<file path="config.mk">
export PLATFORM = sky130hd
export DESIGN_NAME = pipe_ctrl
export DESIGN_NICKNAME = d
export VERILOG_FILES = /design/src/rtl/pipe_pkg.sv /design/src/rtl/pipe_ctrl_perf_counter.sv /design/src/rtl/pipe_ctrl.sv
export SDC_FILE = /design/constraint.sdc
export NUM_CORES = 1
export LEC_CHECK = 0
export ABC_AREA = 1
export CORE_MARGIN = 2
export CORE_UTILIZATION = 24
export CTS_BUF_LIST = sky130_fd_sc_hd__clkbuf_8
export DETAILED_ROUTE_END_ITERATION = 10
export DONT_BUFFER_PORTS = 1
export PLACE_DENSITY_LB_ADDON = 0.25
export SYNTH_ARGS = -nofsm -noshare
export SYNTH_HDL_FRONTEND = slang
export SYNTH_HIERARCHICAL = 1
export SYNTH_SLANG_ARGS = --single-unit
</file>
<file path="constraint.sdc">
create_clock -name i_clk -period 6.7 [get_ports i_clk]
set_clock_uncertainty 0.1 [all_clocks]
set_input_delay 0.335 -clock i_clk [delete_from_list [all_inputs] [get_ports i_clk]]
set_output_delay 0.335 -clock i_clk [all_outputs]
set_load 0.01 [all_outputs]
</file>
<file path="src/rtl/pipe_pkg.sv">
// Shared definitions for the pipeline control slice: controller state
// encoding and the canonical NOP instruction word (addi x0, x0, 0).
package pipe_pkg;

   typedef enum logic [1:0] {
      ST_RUN      = 2'd0,
      ST_MEM_WAIT = 2'd1,
      ST_DRAIN    = 2'd2,
      ST_HALTED   = 2'd3
   } pipe_state_t;

   localparam logic [31:0] NOP_INSTR = 32'h00000013;

   localparam int DRAIN_CNT_W = 4;

   // True when an ID source operand is read and names the given register.
   function automatic logic srcMatches(input logic used,
                                       input logic [4:0] src,
                                       input logic [4:0] dst);
      return used && (src == dst);
   endfunction

endpackage

</file>
<file path="src/rtl/pipe_ctrl_perf_counter.sv">
// Free-running 32-bit event counter with enable and synchronous clear.
// Wraps naturally from all-ones back to zero.
module perf_counter (
   input  logic        i_clk,
   input  logic        i_clear,
   input  logic        i_enable,
   output logic [31:0] o_count
);

   logic [31:0] r_count;

   // Clear has priority over counting so reset always lands on zero.
   always_ff @(posedge i_clk) begin
      if (i_clear) begin
         r_count <= '0;
      end else if (i_enable) begin
         r_count <= r_count + 32'd1;
      end
   end

   assign o_count = r_count;

endmodule

</file>
<file path="src/rtl/pipe_ctrl.sv">
// Hazard and pipeline-sequencing controller for a 5-stage in-order core.
// Handles load-use stalls, branch redirect flushes, data-memory wait
// stalls and the halt drain sequence, and keeps two performance counters.
module pipe_ctrl
   import pipe_pkg::*;
#(
   parameter int unsigned DRAIN_CYCLES = 3
) (
   input  logic        i_clk,
   input  logic        i_rst,
   input  logic [4:0]  i_id_rs1_addr,
   input  logic [4:0]  i_id_rs2_addr,
   input  logic        i_id_rs1_used,
   input  logic        i_id_rs2_used,
   input  logic        i_idex_valid,
   input  logic        i_idex_mem_read,
   input  logic [4:0]  i_idex_rd_addr,
   input  logic        i_ex_redirect,
   input  logic        i_exmem_valid,
   input  logic        i_exmem_mem_read,
   input  logic        i_exmem_mem_write,
   input  logic        i_exmem_retire_halt,
   input  logic        i_dmem_ready,
   output logic        o_stall_if,
   output logic        o_stall_id,
   output logic        o_stall_ex,
   output logic        o_stall_mem,
   output logic        o_flush_if_id,
   output logic        o_bubble_ex,
   output logic        o_bubble_wb,
   output logic        o_halted,
   output logic [31:0] o_cycle_count,
   output logic [31:0] o_stall_count
);

   localparam logic [DRAIN_CNT_W-1:0] DRAIN_INIT = DRAIN_CNT_W'(DRAIN_CYCLES);

   pipe_state_t            r_state;
   logic [DRAIN_CNT_W-1:0] r_drain_cnt;

   pipe_state_t            w_next_state;
   logic [DRAIN_CNT_W-1:0] w_next_drain_cnt;
   logic                   w_mem_pending;
   logic                   w_load_use;
   logic                   w_cycle_en;
   logic                   w_stall_en;

   assign w_mem_pending = i_exmem_valid & (i_exmem_mem_read | i_exmem_mem_write)
                          & ~i_dmem_ready;

   assign w_load_use = i_idex_valid & i_idex_mem_read & (i_idex_rd_addr != 5'd0)
                       & (srcMatches(i_id_rs1_used, i_id_rs1_addr, i_idex_rd_addr)
                        | srcMatches(i_id_rs2_used, i_id_rs2_addr, i_idex_rd_addr));

   // Decode stall/flush controls and the next state; all outputs stay low in reset.
   always_comb begin
      o_stall_if       = 1'b0;
      o_stall_id       = 1'b0;
      o_stall_ex       = 1'b0;
      o_stall_mem      = 1'b0;
      o_flush_if_id    = 1'b0;
      o_bubble_ex      = 1'b0;
      o_bubble_wb      = 1'b0;
      o_halted         = 1'b0;
      w_next_state     = r_state;
      w_next_drain_cnt = r_drain_cnt;
      if (!i_rst) begin
         case (r_state)
            ST_RUN: begin
               if (w_mem_pending) begin
                  // Memory wait freezes everything; a redirect waits until it clears.
                  o_stall_if   = 1'b1;
                  o_stall_id   = 1'b1;
                  o_stall_ex   = 1'b1;
                  o_stall_mem  = 1'b1;
                  o_bubble_wb  = 1'b1;
                  w_next_state = ST_MEM_WAIT;
               end else begin
                  if (i_ex_redirect) begin
                     o_flush_if_id = 1'b1;
                     o_bubble_ex   = 1'b1;
                  end else if (w_load_use) begin
                     o_stall_if  = 1'b1;
                     o_stall_id  = 1'b1;
                     o_bubble_ex = 1'b1;
                  end
                  if (i_exmem_valid && i_exmem_retire_halt) begin
                     w_next_state     = ST_DRAIN;
                     w_next_drain_cnt = DRAIN_INIT;
                  end
               end
            end
            ST_MEM_WAIT: begin
               if (w_mem_pending) begin
                  o_stall_if  = 1'b1;
                  o_stall_id  = 1'b1;
                  o_stall_ex  = 1'b1;
                  o_stall_mem = 1'b1;
                  o_bubble_wb = 1'b1;
               end else begin
                  // Ready cycle: let EX/MEM advance; deferred redirect acts next cycle.
                  w_next_state = ST_RUN;
               end
            end
            ST_DRAIN: begin
               o_stall_if       = 1'b1;
               o_flush_if_id    = 1'b1;
               w_next_drain_cnt = r_drain_cnt - 1'b1;
               if (r_drain_cnt <= DRAIN_CNT_W'(1)) begin
                  w_next_state = ST_HALTED;
               end
            end
            default: begin
               o_halted    = 1'b1;
               o_stall_if  = 1'b1;
               o_stall_id  = 1'b1;
               o_stall_ex  = 1'b1;
               o_stall_mem = 1'b1;
               o_bubble_ex = 1'b1;
               o_bubble_wb = 1'b1;
            end
         endcase
      end
   end

   // State and drain counter registers; reset overrides every other input.
   always_ff @(posedge i_clk) begin
      if (i_rst) begin
         r_state     <= ST_RUN;
         r_drain_cnt <= '0;
      end else begin
         r_state     <= w_next_state;
         r_drain_cnt <= w_next_drain_cnt;
      end
   end

   assign w_cycle_en = ~i_rst & (r_state != ST_HALTED);
   assign w_stall_en = o_stall_if & (r_state != ST_HALTED);

   perf_counter u_cycle_counter (
      .i_clk    (i_clk),
      .i_clear  (i_rst),
      .i_enable (w_cycle_en),
      .o_count  (o_cycle_count)
   );

   perf_counter u_stall_counter (
      .i_clk    (i_clk),
      .i_clear  (i_rst),
      .i_enable (w_stall_en),
      .o_count  (o_stall_count)
   );

endmodule

</file>
==> flow_metrics.env <==
export IMPL_status="finished clean"
export IMPL_crit_type="flip-flop to flip-flop"
export IMPL_yosysSeqAreaShare_pct=31.6
export IMPL_hp_class="input port to flip-flop"
export IMPL_reg2reg_to="u_stall_counter/o_count[26]$_SDFFE_PP0P_"
export IMPL_crit_end="u_stall_counter/o_count[26]$_SDFFE_PP0P_"
export IMPL_ys_seq_elements=70
export IMPL_netlist_area_um2=4430
export IMPL_grt_ovfl_total=0
export IMPL_synth_distinct_cells=32
export IMPL_rr_worst_depth=11
export IMPL_r2r_slack_ns=4.20
export IMPL_setup_viol=0
export IMPL_synth_top_area_share_pct=31.6
export IMPL_required_ns=6.79
export IMPL_path_max_fanout=9
export IMPL_fin_nets=714
export IMPL_worstReg2RegStart="r_state[0]$_SDFFE_PP0P_"
export IMPL_endpoint_kind="flip-flop"
export IMPL_place_congestion=0.755
export IMPL_hpwl_um=8640
export IMPL_switching_share_pct=32.0
export IMPL_hold_viol=0
export IMPL_groute_usage_overall_pct=12.1
export IMPL_power_clock_fraction_pct=32.7
export IMPL_post_route_util_pct=26.8
export IMPL_dieArea_um2=19600
export IMPL_clk_pin_slew_ns=0.08
export IMPL_drv_slew=0
export IMPL_irDropWorstVdd_mv=0.0842
export IMPL_tightestPinTransition_ns=1.03
export IMPL_fmax_mhz=400
export IMPL_fp_dieH_um=140
export IMPL_wl_met1_um=5440
export IMPL_grt_max_degree=24
export IMPL_cts_tree="yes"
export IMPL_cap_violations=0
export IMPL_clockRootBuffer="clkbuf_8"
export IMPL_critPathMaxStageDelay_ns=0.59
export IMPL_wl_met2_um=5480
export IMPL_cp_depth=11
export IMPL_postRouteAntennaNets=0
export IMPL_power_switching_mw=0.310
export IMPL_via_per_inst=4.33
export IMPL_route_met3_wl_um=706
export IMPL_grt_antenna_before_repair=0
export IMPL_crit_path_start_kind="flip-flop"
export IMPL_intPower_mw=0.658
export IMPL_initial_core_util_pct=24.6
export IMPL_die_x_um=140
export IMPL_power_density_nw_per_um2=200
export IMPL_cts_path_max_buffers=2
export IMPL_row_count=49
export IMPL_grt_pass1_wl_um=19200
export IMPL_slew_headroom_pct=31.2
export IMPL_detail_route_first_pass_iterations=6
export IMPL_synth_area_leaders="dfxtp_1 (32%), nand2_1 (14%), nor2_1 (8.1%)"
export IMPL_drc=0
export IMPL_final_layout_size_suffix_gt1_share_pct=14.8
export IMPL_ios=99
export IMPL_crit_arrival_ns=2.59
export IMPL_synth_top_area_cell="dfxtp_1"
export IMPL_fin_crit_ns=2.50
export IMPL_wl_um=11700
export IMPL_fin_crit_sh_pct=37.4
export IMPL_core_area_um2=18000
export IMPL_routedWlPerCell_um=12.9
export IMPL_crit_chain="ha_1, nor2_1, nand2_1, inv_1, inv_4, nor2_1, nand2_1, nor2_2, nand4_1, nand2_1, nor2_1"
export IMPL_crit_path_start="r_state[0]$_SDFFE_PP0P_"
export IMPL_vias=3940
export IMPL_antenna_cells=0
export IMPL_synth_cells=677
export IMPL_finalSetupTns_ns=0
export IMPL_yosysWarnings=6
export IMPL_grt_pass1_vias=3712
export IMPL_cts_buffers=9
export IMPL_p_leak_nw=2.02
export IMPL_topRoutingLayerUsed="met4"
export IMPL_synth_net_count=713
export IMPL_htreeDepth=3
export IMPL_pwr_share_comb_pct=20.0
export IMPL_clk_latency_ns=0.34
export IMPL_critical_path_slowest_cell="nor2_1"
export IMPL_path_delay_family="simple AND/OR/NAND/NOR gates"
export IMPL_post_cts_resized=0
export IMPL_syn_to_final_growth_pct=9.07
export IMPL_rsz0062_at_grt="no"
export IMPL_io_buffers=0
export IMPL_drt_initial_drc_count=208
export IMPL_avgSynthCellArea_um2=6.54
export IMPL_cts_sinks=70
export IMPL_seq_power_share_pct=47.3
export IMPL_cp_num_buf_inv=2
[sequential cells by signal, indices dropped and copies added (netlist names)]
signal / cells
r_state: 2
r_drain_cnt: 4
u_stall_counter/o_count: 32
u_cycle_counter/o_count: 32
[kinds of logic (layout without fill, tap and decap cells)]
family	Yosys count	in the layout	share of synthesized area (%)
and+or+nand+nor	405	405	44.8
buffers and inverters	109	113	9.97
AOI/OAI and AO/OA	76	76	9.41
DFF	70	70	31.6
adders and majority gates	9	9	2.54
xor gates and xnor gates	8	8	1.58
[layout by cell type, fill, tap and decap left out, types with 4 or more instances in the layout]
cell,n
nand2_1,164
nor2_1,96
inv_1,93
dfxtp_1,70
nand3_1,48
a21oi_1,48
nand2_2,24
nor2_2,23
nand4_1,17
o21ai_0,17
nor2_4,16
clkbuf_8,12
ha_1,9
xnor2_1,7
nand3_2,6
inv_2,4
o21a_1,4
[metal layers]
metal / up-vias / global-route usage [%]
li1: 2124 / -
met1: 1722 / 14.7
met2: 85 / 20.3
met3: 9 / 4.58
met4: 0 / 2.53
met5: - / 0
[timing repair]
action | 4_1_cts | 5_1_grt
hold buffers | 1 | 0
buffers inserted | 0 | 0
hold endpoints to repair | 17 | 0
[power groups by stage]
stage,logic [mW],clock network [mW],registers (mW)
6_report,0.194,0.316,0.458
5_1_grt,0.224,0.350,0.461
4_1_cts,0.197,0.334,0.459
3_5_place_dp,0.193,0,0.469
3_3_place_gp,0.193,0,0.468
2_1_floorplan,0.171,0,0.460
[how the worst min path moves through the flow]
stage	slack, ns	start	cells after the start	to
5_1_grt	0.02	i_rst	2	u_stall_counter/o_count[3]$_SDFFE_PP0P_
4_1_cts	0.02	i_rst	2	u_cycle_counter/o_count[3]$_SDFFE_PP0P_
2_1_floorplan	0.37	r_drain_cnt[3]$_SDFFE_PP0P_	2	r_drain_cnt[3]$_SDFFE_PP0P_
6_report	0.05	i_rst	2	u_stall_counter/o_count[3]$_SDFFE_PP0P_
3_3_place_gp	0.31	i_rst	1	r_drain_cnt[2]$_SDFFE_PP0P_
3_5_place_dp	0.31	i_rst	1	r_drain_cnt[2]$_SDFFE_PP0P_
[worst reg2reg max path, cell delays in order (launching register included)]
cell and delay, ns:
dfxtp_1 0.36, ha_1 0.21, nor2_1 0.59, nand2_1 0.11, inv_1 0.25, inv_4 0.09
nor2_1 0.11, nand2_1 0.10, nor2_2 0.20, nand4_1 0.12, nand2_1 0.09, nor2_1 0.04
[synthesized netlist by cell type (all sizes together)]
library cell / n
nand2: 188
nor2: 137
inv: 98
dfxtp: 70
nand3: 56
a21oi: 50
o21ai: 20
nand4: 17
buf: 10
ha: 9
xnor2: 7
o21a: 4
nor3: 3
a31o: 2
and3: 2
clkbuf: 1
nand3b: 1
or2: 1
xor2: 1
[stage by stage]
stage	hold WS, ns	setup WS [ns]	power (mW)	std cells	instance area [um^2]
2_1_floorplan	0.370	4.57	0.631	677	4430
3_3_place_gp	0.309	4.24	0.661	895	4650
3_5_place_dp	0.311	4.18	0.662	895	4650
4_1_cts	0.0183	4.16	0.990	910	4830
5_1_grt	0.0205	3.89	1.04	910	4830
6_report	0.0461	4.20	0.968	910	4830
[layout make-up]
class | instances | area (um^2)
well taps | 229 | 287
fillers | 2034 | 13200
multi-input cells | 498 | 2580
clock inverters | 2 | 8.76
inverters | 98 | 373
flip-flops and latches | 70 | 1400
repair buffers | 1 | 10.0
clock buffers | 12 | 165
No activity file was read; power rests on OpenSTA's default activity.
